### src/rtl/rd_serial_receiver.sv
// RD link receiver: 2 lanes of 12-bit words + odd parity, MSB first; each word is written 1 cycle after its parity slot, with no backpressure.
// Parity checking is compiled in only with RD_RX_PARITY_CHECK_EN; otherwise WR_PERR and PERR_COUNT stay 0.
module rd_serial_receiver #(
  parameter int NUM_WORDS  = 2048,
  parameter int ADDR_WIDTH = 11,
  parameter int TRIG_WIDTH = 4,
  parameter int TIMEOUT    = 4095
) (
  input  logic                  CLK,
  input  logic                  RESET,
  input  logic                  START,
  input  logic                  CLR_ERR,
  output logic                  TRIGGER,
  input  logic                  ENABLE_XFR,
  input  logic                  SERIAL_IN0,
  input  logic                  SERIAL_IN1,
  output logic                  WR_EN,
  output logic [ADDR_WIDTH-1:0] WR_ADDR,
  output logic [11:0]           WR_DATA0,
  output logic [11:0]           WR_DATA1,
  output logic [1:0]            WR_PERR,
  output logic                  BUSY,
  output logic                  DONE,
  output logic [ADDR_WIDTH:0]   WORD_COUNT,
  output logic [15:0]           PERR_COUNT,
  output logic                  ERR_TIMEOUT,
  output logic                  ERR_SHORT
);

  localparam int TRIG_CW = $clog2(TRIG_WIDTH + 1);
  localparam int WAIT_CW = $clog2(TIMEOUT + 1);
  localparam logic [ADDR_WIDTH:0] LAST_WORD = (ADDR_WIDTH + 1)'(NUM_WORDS - 1);

  typedef enum logic [2:0] {IDLE, TRIG, WAIT_XFR, RECV, FLUSH} state_t;

  state_t              state, state_next;
  logic                en_r, s0_r, s1_r;
  logic [11:0]         sh0, sh1;
  logic [3:0]          slot;
  logic [TRIG_CW-1:0]  trig_cnt;
  logic [WAIT_CW-1:0]  wait_cnt;
  logic                shift_en, word_end, set_timeout, set_short, xfer_end;

  always_comb begin
    state_next  = state;
    shift_en    = 1'b0;
    word_end    = 1'b0;
    set_timeout = 1'b0;
    set_short   = 1'b0;
    xfer_end    = 1'b0;
    case (state)
      IDLE:     if (START) state_next = TRIG;
      TRIG:     if (trig_cnt == TRIG_CW'(TRIG_WIDTH - 1)) state_next = WAIT_XFR;
      WAIT_XFR: begin
        // The first enabled cycle already carries D11 of word 0.
        if (en_r) begin
          shift_en   = 1'b1;
          state_next = RECV;
        end else if (wait_cnt == WAIT_CW'(TIMEOUT - 1)) begin
          set_timeout = 1'b1;
          state_next  = IDLE;
        end
      end
      RECV: begin
        if (en_r) begin
          shift_en = 1'b1;
          if (slot == 4'd12) begin
            word_end = 1'b1;
            if (WORD_COUNT == LAST_WORD) state_next = FLUSH;
          end
        end else begin
          set_short  = 1'b1;
          state_next = IDLE;
        end
      end
      FLUSH: begin
        if (!en_r) begin
          xfer_end   = 1'b1;
          state_next = IDLE;
        end
      end
      default: state_next = IDLE;
    endcase
    TRIGGER = (state == TRIG);
    BUSY    = (state != IDLE);
  end

  always_ff @(posedge CLK or posedge RESET) begin
    if (RESET) begin
      state    <= IDLE;
      en_r     <= 1'b0;
      s0_r     <= 1'b0;
      s1_r     <= 1'b0;
      sh0      <= '0;
      sh1      <= '0;
      slot     <= '0;
      trig_cnt <= '0;
      wait_cnt <= '0;
    end else begin
      state    <= state_next;
      en_r     <= ENABLE_XFR;
      s0_r     <= SERIAL_IN0;
      s1_r     <= SERIAL_IN1;
      trig_cnt <= (state == TRIG) ? trig_cnt + TRIG_CW'(1) : '0;
      wait_cnt <= (state == WAIT_XFR) ? wait_cnt + WAIT_CW'(1) : '0;
      if (state == IDLE)
        slot <= '0;
      else if (shift_en)
        slot <= (slot == 4'd12) ? 4'd0 : slot + 4'd1;
      // The parity bit also shifts in; it is pushed out by the next word's data.
      if (shift_en) begin
        sh0 <= {sh0[10:0], s0_r};
        sh1 <= {sh1[10:0], s1_r};
      end
    end
  end

  always_ff @(posedge CLK or posedge RESET) begin
    if (RESET) begin
      WR_EN       <= 1'b0;
      WR_ADDR     <= '0;
      WR_DATA0    <= '0;
      WR_DATA1    <= '0;
      DONE        <= 1'b0;
      WORD_COUNT  <= '0;
      ERR_TIMEOUT <= 1'b0;
      ERR_SHORT   <= 1'b0;
    end else begin
      WR_EN <= word_end;
      DONE  <= set_timeout | set_short | xfer_end;
      if (word_end) begin
        WR_ADDR  <= WORD_COUNT[ADDR_WIDTH-1:0];
        WR_DATA0 <= sh0;
        WR_DATA1 <= sh1;
      end
      if (state == IDLE && START)
        WORD_COUNT <= '0;
      else if (word_end)
        WORD_COUNT <= WORD_COUNT + (ADDR_WIDTH + 1)'(1);
      if (set_timeout)  ERR_TIMEOUT <= 1'b1;
      else if (CLR_ERR) ERR_TIMEOUT <= 1'b0;
      if (set_short)    ERR_SHORT <= 1'b1;
      else if (CLR_ERR) ERR_SHORT <= 1'b0;
    end
  end

`ifdef RD_RX_PARITY_CHECK_EN
  logic [1:0] perr_now;
  logic       perr_word;

  // A lane is good when its 12 data bits plus P hold an odd number of ones.
  assign perr_now  = {~^{sh1, s1_r}, ~^{sh0, s0_r}};
  assign perr_word = word_end & (|perr_now);

  always_ff @(posedge CLK or posedge RESET) begin
    if (RESET) begin
      WR_PERR    <= 2'b00;
      PERR_COUNT <= '0;
    end else begin
      if (word_end) WR_PERR <= perr_now;
      if (perr_word)
        PERR_COUNT <= CLR_ERR ? 16'd1 :
                      (PERR_COUNT == 16'hFFFF) ? PERR_COUNT : PERR_COUNT + 16'd1;
      else if (CLR_ERR)
        PERR_COUNT <= '0;
    end
  end
`else
  assign WR_PERR    = 2'b00;
  assign PERR_COUNT = 16'd0;
`endif

endmodule

### config.mk
export PLATFORM = sky130hd
export DESIGN_NAME = rd_serial_receiver
export DESIGN_NICKNAME = d
export VERILOG_FILES = /design/src/rtl/rd_serial_receiver.sv
export SDC_FILE = /design/constraint.sdc
export NUM_CORES = 1
export LEC_CHECK = 0
export CAP_MARGIN = 10
export CORE_UTILIZATION = 63
export CTS_CLUSTER_DIAMETER = 80
export DETAILED_ROUTE_END_ITERATION = 10
export DONT_BUFFER_PORTS = 1
export PLACE_DENSITY_LB_ADDON = 0.15
export SLEW_MARGIN = 20
export SYNTH_ARGS = -nofsm -noshare
export SYNTH_HDL_FRONTEND = slang
export SYNTH_SLANG_ARGS = --single-unit
### constraint.sdc
create_clock -name CLK -period 3.41 [get_ports CLK]
set_input_delay 0.341 -clock CLK [delete_from_list [all_inputs] [get_ports CLK]]
set_output_delay 0.341 -clock CLK [all_outputs]
set_load 0.1 [all_outputs]
# == Word-level counts from Yosys, hierarchy flattened ==
# Cells that the tools add are included.
# classes
reduce_logical,9
bitwise_logic,2
eq_ne,14
n_addsub,4
mux,30
# op_table
cell,n
$mux W12,3
$mux W3,9
$add A12 B1 Y12 const B,2
$pmux W3 S5,1
$mux W1,14
$eq A12 B11 Y1 const B,1
$eq A12 B12 Y1 const B,1
$mux W4,3
$eq A3 B2 Y1 const B,3
$ne A3 B3 Y1 const B,3
$reduce_bool A2 Y1,4
$reduce_and A6 Y1,1
$add A4 B1 Y4 const B,1
$eq A4 B4 Y1 const B,1
$ne A2 B2 Y1 const B,2
$add A3 B1 Y3 const B,1
$eq A3 B1 Y1 const B,1
$eq A3 B3 Y1 const B,1
$logic_not A3 Y1,1
$reduce_bool A3 Y1,1
$ne A2 B1 Y1 const B,1
$or A1 B1 Y1,2
$reduce_or A2 Y1,1
$logic_and A1 B1 Y1,1
# totals
input_bits,7
reg_bits,100
out_inout_bits,71

# == Depth between registers and ports, before layout ==
# Gate-level depths: netlist of run 1.
# logic_depth
depth_word,6
ltp_mapped,9
ltp_nobuf,7

# == Worst setup path after synthesis of run 1 ==
# No wires, ideal clock.
# synth_path
path_type,register to register
startpoint,reg WORD_COUNT[2]
endpoint,reg WORD_COUNT[10]
required_time_ns,3.333
path_buffers,1
arrival_time_ns,2.165
path_slack_ns,1.168
period_less_slack_ns,2.242
stages_incl_launch_ff,6
cell_sequence,dfrtp_1 and4_1 buf_6 nand4_4 or4_1 a21oi_1
# synth_between
elab_chain_len,3
# synth_rtl
item,line_no,text
"start, declared",24,"output logic [ADDR_WIDTH:0] WORD_COUNT,"
"start signal, assigned",139,WORD_COUNT <= WORD_COUNT + (ADDR_WIDTH + 1)'(1);
$add A12 B1 Y12,139,
$mux W12,138,else if (word_end)
$mux W12,136,if (state == IDLE && START)
# Every way passes these cells. The select of a mux whose other input is x is not followed.
# A chain may end at the register's enable or synchronous reset.

# == Worst setup path after layout of run 1 ==
# layout_path
startpoint,reg state[0]
endpoint,out BUSY
# layout_between
elab_chain_len,1
# layout_rtl
item,line_no,text
"start, declared",36,"state_t state, state_next;"
"start signal, assigned",100,state <= state_next;
$reduce_bool A3 Y1,85,BUSY = (state != IDLE);
"end, declared",22,"output logic BUSY,"
# Every way passes these cells.

==> results of run 1 <==
cells in the mapped netlist (all sizes together):
library cell    n
mux2           24
or2             1
xor2           13
dfrtp         100
mux2i           1
nor2           21
o31ai           1
o21ai           9
o32a            1
and3b           1
and4b           1
a21oi          13
nand4b          2
o2bb2ai         1
nand2         116
o32ai           2
and2            6
nand4          11
and3            3
clkbuf          5
o21a            1
buf            33
xnor2           2
nand3           9
ha              7
o21bai          1
or4             2
nor3            2
a21boi          1
or2b            1
or3             5
nor3b           1
nor2b           1
a31oi           1
a2bb2oi         1
conb            1
and4            6
nand2b          1
inv            12
and2b           1
o22ai           1
area by class of cell:
class                   instances  area [µm²]
clock buffers                  10         138
well taps                      80         100
multi-input cells             289        1660
repair buffers                 14         113
inverters                      12        47.5
clock inverters                 6        60.1
fillers                       540        2130
flip-flops and latches        100        2500
worst paths after layout:
check                                        endpoint  slack [ns]  depth (start not counted)
min in group CLK           WORD_COUNT[11]$_DFFE_PP0P_        0.06                          1
hold / removal                     sh0[0]$_DFFE_PP0P_        0.06                          1
hold reg to reg                 trig_cnt[0]$_DFF_PP0_        0.45                          1
setup / recovery                                 BUSY        0.90                          2
max in group asynchronous     WR_ADDR[10]$_DFFE_PP0P_        2.62                          2
setup reg to reg           WORD_COUNT[11]$_DFFE_PP0P_        1.28                          4
worst max-delay path, delay by kind of cell (launching register included):
| kind | cells | cell delay [ns] |
|---|---|---|
| simple gates | 1 | 0.69 |
| buf+inv | 1 | 0.65 |
| flops | 1 | 0.48 |
registers in the layout, summed over array words and instances (netlist names), 4 cells and up:
signal and count:
WORD_COUNT 12, sh1 12, slot 4, WR_ADDR 11, wait_cnt 12, WR_DATA1 12
WR_DATA0 12, sh0 12
kinds of logic (layout without fill, tap and decap cells):
group                      after synthesis  count (layout)
other                                    1              18
muxes                                   25              25
adders and majority gates                7               7
and+or+nand+nor                        191             191
buffers and inverters                   50              42
AOI/OAI and AO/OA                       33              33
DFF                                    100             100
xor gates and xnor gates                15              15
power by group:
group	switching [mW]	total, mW	internal [mW]	leakage (nW)
sequential	0.205	1.57	1.37	1.35
clock	0.435	0.734	0.299	0.0934
combinational	0.451	0.695	0.244	0.883
metal layers:
layer	global-route usage	vias to the layer above	routed length [µm]	part of all wire
li1	-	1359	-	-
met1	0.291	1438	3490	0.45
met2	0.401	65	3880	0.50
met3	0.0623	2	380	0.049
met4	0.0682	0	25	0.0032
met5	0	-	0	0
==> impl_metrics.env, run 1 <==
export IMPL_status="finished, final reports clean"
export IMPL_skew_ns=0.0159
export IMPL_overflow=0
export IMPL_path_cells="nor3_1 > inv_1"
export IMPL_syn_inst=422
export IMPL_yosys_cell_types_count=49
export IMPL_grt_max_degree=82
export IMPL_grt_pass1_wl_um=13300
export IMPL_antenna_found_initial=0
export IMPL_fmax_mhz=398
export IMPL_vias_per_cell=5.60
export IMPL_die_w_um=85.5
export IMPL_crit_path_max_incr_delay_ns=0.69
export IMPL_drv_slew=0
export IMPL_fin_cells=511
export IMPL_fin_area_um2=4620
export IMPL_synthSimpleGateAreaFrac=0.204
export IMPL_clockBufferDepth=2
export IMPL_cp_max_fo=9
export IMPL_die_h_um=85.5
export IMPL_core_area_um2=6760
export IMPL_p_per_area_nw_per_um2=649
export IMPL_drt_total_wl_um=7780
export IMPL_placed_cells=492
export IMPL_clk_pin_slew_ns=0.10
export IMPL_synth_top_cell_by_area="dfrtp_1"
export IMPL_insertedDiodeCount=0
export IMPL_hp_class="in2async"
export IMPL_period_minus_slack_ns=2.51
export IMPL_drv_cap=0
export IMPL_cts_resized=0
export IMPL_ant_nets=0
export IMPL_setup_tns_ns=0
export IMPL_synth_area_leaders="dfrtp_1 57%, nand2_1 9.8%, mux2_2 6.2%"
export IMPL_grt_pass1_vias=2936
export IMPL_nets=440
export IMPL_dr_pass1_iters=4
export IMPL_cts_buffers=9
export IMPL_cts_tree="yes"
export IMPL_final_layout_size_suffix_gt1_frac=0.139
export IMPL_synthXorXnorAreaFrac=0.0299
export IMPL_cts_hold_buf=3
export IMPL_cp_arrival_ns=2.17
export IMPL_routabilityCongestion=0.809
export IMPL_num_vias=2864
export IMPL_slew_limit_headroom=0.281
export IMPL_utilization=0.684
export IMPL_rows=30
export IMPL_drt_initial_drc_count=175
export IMPL_worst_pin_slew_ns=1.08
export IMPL_area_growth_pct=5.30
export IMPL_hold_violations=0
export IMPL_cts_root_buf="clkbuf_8"
export IMPL_ys_ff_latch=100
export IMPL_layout_commonest_cell="nand2_1"
export IMPL_finalSetupViolCount=0
export IMPL_cts_sinks=100
export IMPL_io_pins=78
export IMPL_netlist_area_um2=4390
export IMPL_cp_startpoint="state[0]$_DFFE_PP0P_"
export IMPL_yosys_area_top_type_share=0.570
export IMPL_initial_core_util=0.650
export IMPL_rsz0062_at_grt="no"
export IMPL_seq_area_frac_synth=0.570
export IMPL_place_area_um2=4390
export IMPL_layout_common_cells="115 x nand2_1, 100 x dfrtp_1, 24 x mux2_2"
export IMPL_r2r_start="WORD_COUNT[7]$_DFFE_PP0P_"
export IMPL_ir_drop_mv=0.401
export IMPL_synth_mux_area_frac=0.0639
export IMPL_worstSkewPairLatency_ns=0.36
export IMPL_p_leak_nw=2.33
export IMPL_dieArea_um2=7310
export IMPL_synth_warnings=0
export IMPL_htreeDepth=3
export IMPL_postCtsSetupBuffers=0
export IMPL_finalPower_mw=3.00
export IMPL_synth_compound_area_frac=0.0450
export IMPL_end_kind="primary output"
export IMPL_hold_slack_ns=0.0600
export IMPL_path_class="reg2out"
export IMPL_wl_per_cell_um=15.2
export IMPL_drc=0
export IMPL_cpMaxStageDelayCell="nor3_1"
export IMPL_period_share=0.737
export IMPL_io_buffers=0
export IMPL_layout_setup_ws_ns=0.896
export IMPL_synth_fa_ha_area_frac=0.0200
export IMPL_dp_hpwl_um=5120
export IMPL_critPathRequiredTime_ns=3.07
export IMPL_synth_top_family_by_area="simple AND/OR/NAND/NOR gates"
export IMPL_place_ws_ns=1.28
export IMPL_syn_area_per_cell_um2=10.4
export IMPL_start_kind="register"
export IMPL_grt_usage=0.233
Power figures use the tool's default switching activity.
==> run 2, diff against run 1 <==
--- a/config.mk
+++ b/config.mk
@@ -5,6 +5,7 @@
 export SDC_FILE = /design/constraint.sdc
 export NUM_CORES = 1
 export LEC_CHECK = 0
+export ABC_AREA = 1
 export CAP_MARGIN = 10
 export CORE_UTILIZATION = 63
 export CTS_CLUSTER_DIAMETER = 80
==> constraint.sdc (replaced) <==
create_clock -name CLK -period 2.4 [get_ports CLK]
set_input_delay 0.24 -clock CLK [delete_from_list [all_inputs] [get_ports CLK]]
set_output_delay 0.24 -clock CLK [all_outputs]
set_load 0.1 [all_outputs]
==> run 2 against run 1 <==
  * Clock power increased by 38%
  * Setup slack worse by 0.35 ns
  * Cell area increased by 9.1%
  * Largest cell class unchanged
==> impl_metrics.env, run 2 <==
export IMPL_overflow=0
export IMPL_hp_class="in2reg"
export IMPL_place_ws_ns=0.295
export IMPL_worstSkewPairLatency_ns=0.36
export IMPL_setup_tns_ns=0
export IMPL_synth_area_leaders="dfrtp_1 56%, nand2_1 11%, inv_1 4.6%"
export IMPL_synth_top_cell_by_area="dfrtp_1"
export IMPL_rows=30
export IMPL_grt_pass1_vias=3327
export IMPL_yosys_area_top_type_share=0.558
export IMPL_yosys_cell_types_count=34
export IMPL_final_layout_size_suffix_gt1_frac=0.150
export IMPL_drt_initial_drc_count=199
export IMPL_cts_buffers=9
export IMPL_syn_inst=504
export IMPL_path_class="reg2reg"
export IMPL_dr_pass1_iters=5
export IMPL_hold_violations=0
export IMPL_rsz0062_at_grt="no"
export IMPL_ant_nets=0
export IMPL_end_kind="register"
export IMPL_finalSetupViolCount=0
export IMPL_die_w_um=86.4
export IMPL_p_per_area_nw_per_um2=798
export IMPL_grt_pass1_wl_um=14600
export IMPL_wl_per_cell_um=13.3
export IMPL_critPathRequiredTime_ns=2.64
export IMPL_dieArea_um2=7470
export IMPL_layout_setup_ws_ns=0.546
export IMPL_drv_cap=0
export IMPL_ys_ff_latch=100
export IMPL_fmax_mhz=539
export IMPL_utilization=0.738
export IMPL_synth_warnings=0
export IMPL_async_reset_ff_frac=1.00
export IMPL_nets=564
export IMPL_status="finished, final reports clean"
export IMPL_period_share=0.773
export IMPL_cts_tree="yes"
export IMPL_drc=0
export IMPL_postCtsSetupBuffers=0
export IMPL_cts_sinks=100
export IMPL_placed_cells=631
export IMPL_core_area_um2=6830
export IMPL_fin_area_um2=5040
export IMPL_p_leak_nw=2.48
export IMPL_grt_usage=0.252
export IMPL_io_buffers=0
export IMPL_antenna_found_initial=0
export IMPL_htreeDepth=3
export IMPL_syn_area_per_cell_um2=8.90
export IMPL_ir_drop_mv=0.489
export IMPL_clk_pin_slew_ns=0.10
export IMPL_layout_commonest_cell="nand2_1"
export IMPL_skew_ns=0.00905
export IMPL_synth_edf_count=0
export IMPL_cts_root_buf="clkbuf_8"
export IMPL_worst_pin_slew_ns=0.916
export IMPL_clockBufferDepth=2
export IMPL_initial_core_util=0.657
export IMPL_yosys_cell_count_top_type="nand2_1"
export IMPL_cp_max_fo=9
export IMPL_place_area_um2=4810
export IMPL_insertedDiodeCount=0
export IMPL_fin_cells=651
export IMPL_vias_per_cell=5.21
export IMPL_io_pins=78
export IMPL_start_kind="register"
export IMPL_drt_total_wl_um=8650
export IMPL_layout_common_cells="129 x nand2_1, 100 x dfrtp_1, 54 x inv_1"
export IMPL_routabilityCongestion=0.869
export IMPL_synth_flop_cell="dfrtp_1"
export IMPL_cp_arrival_ns=2.09
export IMPL_synthTopCellsByCount="129 x nand2_1, 100 x dfrtp_1, 55 x inv_1"
export IMPL_die_h_um=86.4
export IMPL_netlist_area_um2=4490
export IMPL_slew_limit_headroom=0.389
export IMPL_period_minus_slack_ns=1.85
export IMPL_grt_max_degree=101
export IMPL_dp_hpwl_um=5840
export IMPL_drv_slew=0
export IMPL_num_vias=3392
export IMPL_seq_area_frac_synth=0.558
export IMPL_area_growth_pct=12.4
==> run 2: worst max-delay path, stage by stage, from the launching register on <==
cell     delay [ns]
dfrtp_1        0.41
inv_1          0.10
ha_1           0.15
nand3_1        0.17
nor2_1         0.11
and2_1         0.40
nor2_4         0.07
inv_1          0.20
o21ai_0        0.11
==> run 2: layout make-up <==
type / count / area (µm²)
clock inverters: 6 / 57.6
fillers: 528 / 1790
well taps: 96 / 120
clock buffers: 10 / 128
flip-flops and latches: 100 / 2500
inverters: 58 / 224
multi-input cells: 329 / 1600
repair buffers: 52 / 413
==> run 2: timing repair <==
action                                  CTS  global route
endpoints found under the setup margin    0            10
hold buffers                              4             0
gates resized for setup                   0             1
endpoints found under the hold margin   103             0
==> run 2: routing by layer <==
layer,vias up,track usage,part of all wire
met3,15,0.0629,0.064
met4,0,0.0879,0.017
li1,1659,-,-
met1,1609,0.311,0.43
met2,109,0.433,0.49
met5,-,0,0
==> run 2: worst paths after layout <==
| path | startpoint | endpoint | slack, ns | cells past startpoint |
|---|---|---|---|---|
| setup reg to reg | slot[0]$_DFFE_PP0P_ | WORD_COUNT[5]$_DFFE_PP0P_ | 0.55 | 8 |
| max in group asynchronous | RESET | WR_ADDR[3]$_DFFE_PP0P_ | 1.52 | 3 |
| setup / recovery | slot[0]$_DFFE_PP0P_ | WORD_COUNT[5]$_DFFE_PP0P_ | 0.55 | 8 |
| min in group asynchronous | RESET | sh1[5]$_DFFE_PP0P_ | 0.51 | 3 |
| hold / removal | CLR_ERR | ERR_SHORT$_DFFE_PP0P_ | 0.03 | 3 |
| hold reg to reg | trig_cnt[0]$_DFF_PP0_ | trig_cnt[0]$_DFF_PP0_ | 0.44 | 1 |
==> run 2: power by group <==
part / internal (mW) / switching [mW]
clock network: 0.402 / 0.604
logic: 0.221 / 0.760
registers: 1.86 / 0.171
==> run 2: metrics by stage <==
step                power, mW  hold slack [ns]
floorplan                2.85            0.271
global placement         2.99            0.271
detailed placement       3.04            0.271
CTS                      4.05           0.0132
global route             4.25           0.0671
finish                   4.02           0.0314
==> run 2: cells by family after synthesis <==
group | after synthesis | synth area share
xor gates and xnor gates | 3 | 0.00586
AOI/OAI and AO/OA | 88 | 0.110
other | 1 | 0.000836
and+or+nand+nor | 213 | 0.204
buffers and inverters | 92 | 0.103
adders and majority gates | 7 | 0.0195
DFF | 100 | 0.558
==> run 3, diff against run 2 <==
--- a/config.mk
+++ b/config.mk
@@ -7,7 +7,7 @@
 export LEC_CHECK = 0
 export ABC_AREA = 1
 export CAP_MARGIN = 10
-export CORE_UTILIZATION = 63
+export CORE_UTILIZATION = 57
 export CTS_CLUSTER_DIAMETER = 80
 export DETAILED_ROUTE_END_ITERATION = 10
 export DONT_BUFFER_PORTS = 1
==> constraint.sdc (replaced) <==
create_clock -name CLK -period 1.7 [get_ports CLK]
set_input_delay 0.17 -clock CLK [delete_from_list [all_inputs] [get_ports CLK]]
set_output_delay 0.17 -clock CLK [all_outputs]
set_load 0.1 [all_outputs]
==> run 3 against run 2 <==
  * Clock skew increased by 0.0045 ns
  * Cell count grew 2.9%
  * Sequential power increased by 38%
  * Clock-buffer cell count shrank 1
  * Sequential cell count unchanged
  * Register-to-register slack worse by 0.44 ns
  * Sequential share of layout area shrank 1.8 points
  * Critical endpoint is now TRIGGER
  * Highest routed layer unchanged
==> impl_metrics.env, run 3 (synthesized netlist as in run 2, its figures left out) <==
export IMPL_power_switching_mw=2.21
export IMPL_start_kind="register"
export IMPL_drv_slew=0
export IMPL_htreeDepth=3
export IMPL_wl_per_cell_um=12.8
export IMPL_worstSkewPairLatency_ns=0.37
export IMPL_area_growth_pct=17.1
export IMPL_cp_max_fo=5
export IMPL_vias_per_cell=5.05
export IMPL_period_share=0.959
export IMPL_grt_pass1_wl_um=14600
export IMPL_ant_nets=0
export IMPL_fmax_mhz=613
export IMPL_drc=0
export IMPL_p_seq_frac=0.487
export IMPL_final_layout_size_suffix_gt1_frac=0.201
export IMPL_overflow=0
export IMPL_routabilityCongestion=0.853
export IMPL_layout_setup_ws_ns=0.0695
export IMPL_drt_total_wl_um=8580
export IMPL_layout_commonest_cell="nand2_1"
export IMPL_initial_core_util=0.603
export IMPL_critPathRequiredTime_ns=1.53
export IMPL_ir_drop_mv=0.744
export IMPL_dieArea_um2=8230
export IMPL_finalPower_mw=5.77
export IMPL_grt_max_degree=46
export IMPL_clockBufferDepth=2
export IMPL_drv_cap=0
export IMPL_io_pins=78
export IMPL_num_vias=3381
export IMPL_p_int_mw=3.56
export IMPL_p_per_area_nw_per_um2=1100
export IMPL_layout_common_cells="127 x nand2_1, 91 x dfrtp_1, 58 x buf_4"
export IMPL_period_minus_slack_ns=1.63
export IMPL_core_area_um2=7450
export IMPL_cts_buffers=9
export IMPL_skew_ns=0.0136
export IMPL_p_leak_nw=2.57
export IMPL_path_class="reg2out"
export IMPL_nets=580
export IMPL_antenna_found_initial=0
export IMPL_status="finished, final reports clean"
export IMPL_dr_pass1_iters=5
export IMPL_clk_pin_slew_ns=0.10
export IMPL_die_h_um=90.7
export IMPL_finalSetupViolCount=0
export IMPL_cts_root_buf="clkbuf_8"
export IMPL_slew_limit_headroom=0.560
export IMPL_die_w_um=90.7
export IMPL_setup_tns_ns=0
export IMPL_end_kind="primary output"
export IMPL_grt_pass1_vias=3253
export IMPL_drt_initial_drc_count=154
export IMPL_cp_arrival_ns=1.46
export IMPL_hp_class="in2reg"
export IMPL_insertedDiodeCount=0
export IMPL_cts_sinks=100
export IMPL_dp_hpwl_um=6020
export IMPL_fill_cells=591
export IMPL_cts_tree="yes"
export IMPL_swShare=0.383
export IMPL_postCtsSetupBuffers=0
export IMPL_worst_pin_slew_ns=0.658
export IMPL_io_buffers=0
export IMPL_hold_violations=0
export IMPL_place_ws_ns=0.0913
export IMPL_grt_usage=0.223
export IMPL_power_frac_comb=0.262
export IMPL_rows=31
export IMPL_clkPwrFrac=0.251
export IMPL_hold_slack_ns=0.161
==> run 3: what timing repair did <==
item / CTS / global route
gates resized for setup: 0 / 6
endpoints found under the setup margin: 0 / 11
endpoints found under the hold margin: 28 / 0
hold buffers: 5 / 0
==> run 3: metrics by stage <==
| step | util | cells | instance area [µm²] |
|---|---|---|---|
| after global placement | 0.671 | 649 | 5000 |
| after detailed placement | 0.671 | 649 | 5000 |
| after floorplan | - | 521 | 4600 |
| after CTS | 0.703 | 670 | 5240 |
| after global routing | 0.706 | 670 | 5260 |
| final | 0.706 | 670 | 5260 |
==> run 3: power groups by stage <==
stage                     clock, mW  sequential [mW]  combinational [mW]
after floorplan                   0             2.88                1.16
after CTS                      1.49             2.80                1.48
after global placement            0             2.83                1.43
final                          1.45             2.81                1.51
after detailed placement          0             2.84                1.47
after global routing           1.59             2.84                1.68
==> run 3: layer usage <==
metal	share of wire	track usage
met5	0	0
met4	0.021	0.0914
met3	0.066	0.0556
met2	0.47	0.365
met1	0.45	0.284
==> run 3: worst max-delay path, stage by stage (launching register included) <==
cell and delay, ns:
dfrtp_1 0.49, inv_1 0.18, nor3_4 0.18, buf_6 0.25
==> run 3: cell type report <==
type	instances	area, µm²	area share
repair buffers	68	577	0.110
well taps	99	124	0.0236
clock inverters	7	67.6	0.0129
clock buffers	9	124	0.0236
flip-flops and latches	100	2510	0.478
inverters	58	221	0.0421
multi-input cells	329	1630	0.310
==> run 3: worst paths after layout <==
check,start,end,slack (ns),depth (start not counted)
min in group asynchronous,RESET,wait_cnt[6]$_DFF_PP0_,0.37,2
max reg2reg,WORD_COUNT[0]$_DFFE_PP0P_,state[0]$_DFFE_PP0P_,0.11,8
max,state[0]$_DFFE_PP0P_,TRIGGER,0.07,3
min,START,WORD_COUNT[9]$_DFFE_PP0P_,0.16,5
max in group asynchronous,RESET,WORD_COUNT[6]$_DFFE_PP0P_,0.75,3
min reg2reg,trig_cnt[0]$_DFF_PP0_,trig_cnt[0]$_DFF_PP0_,0.44,1
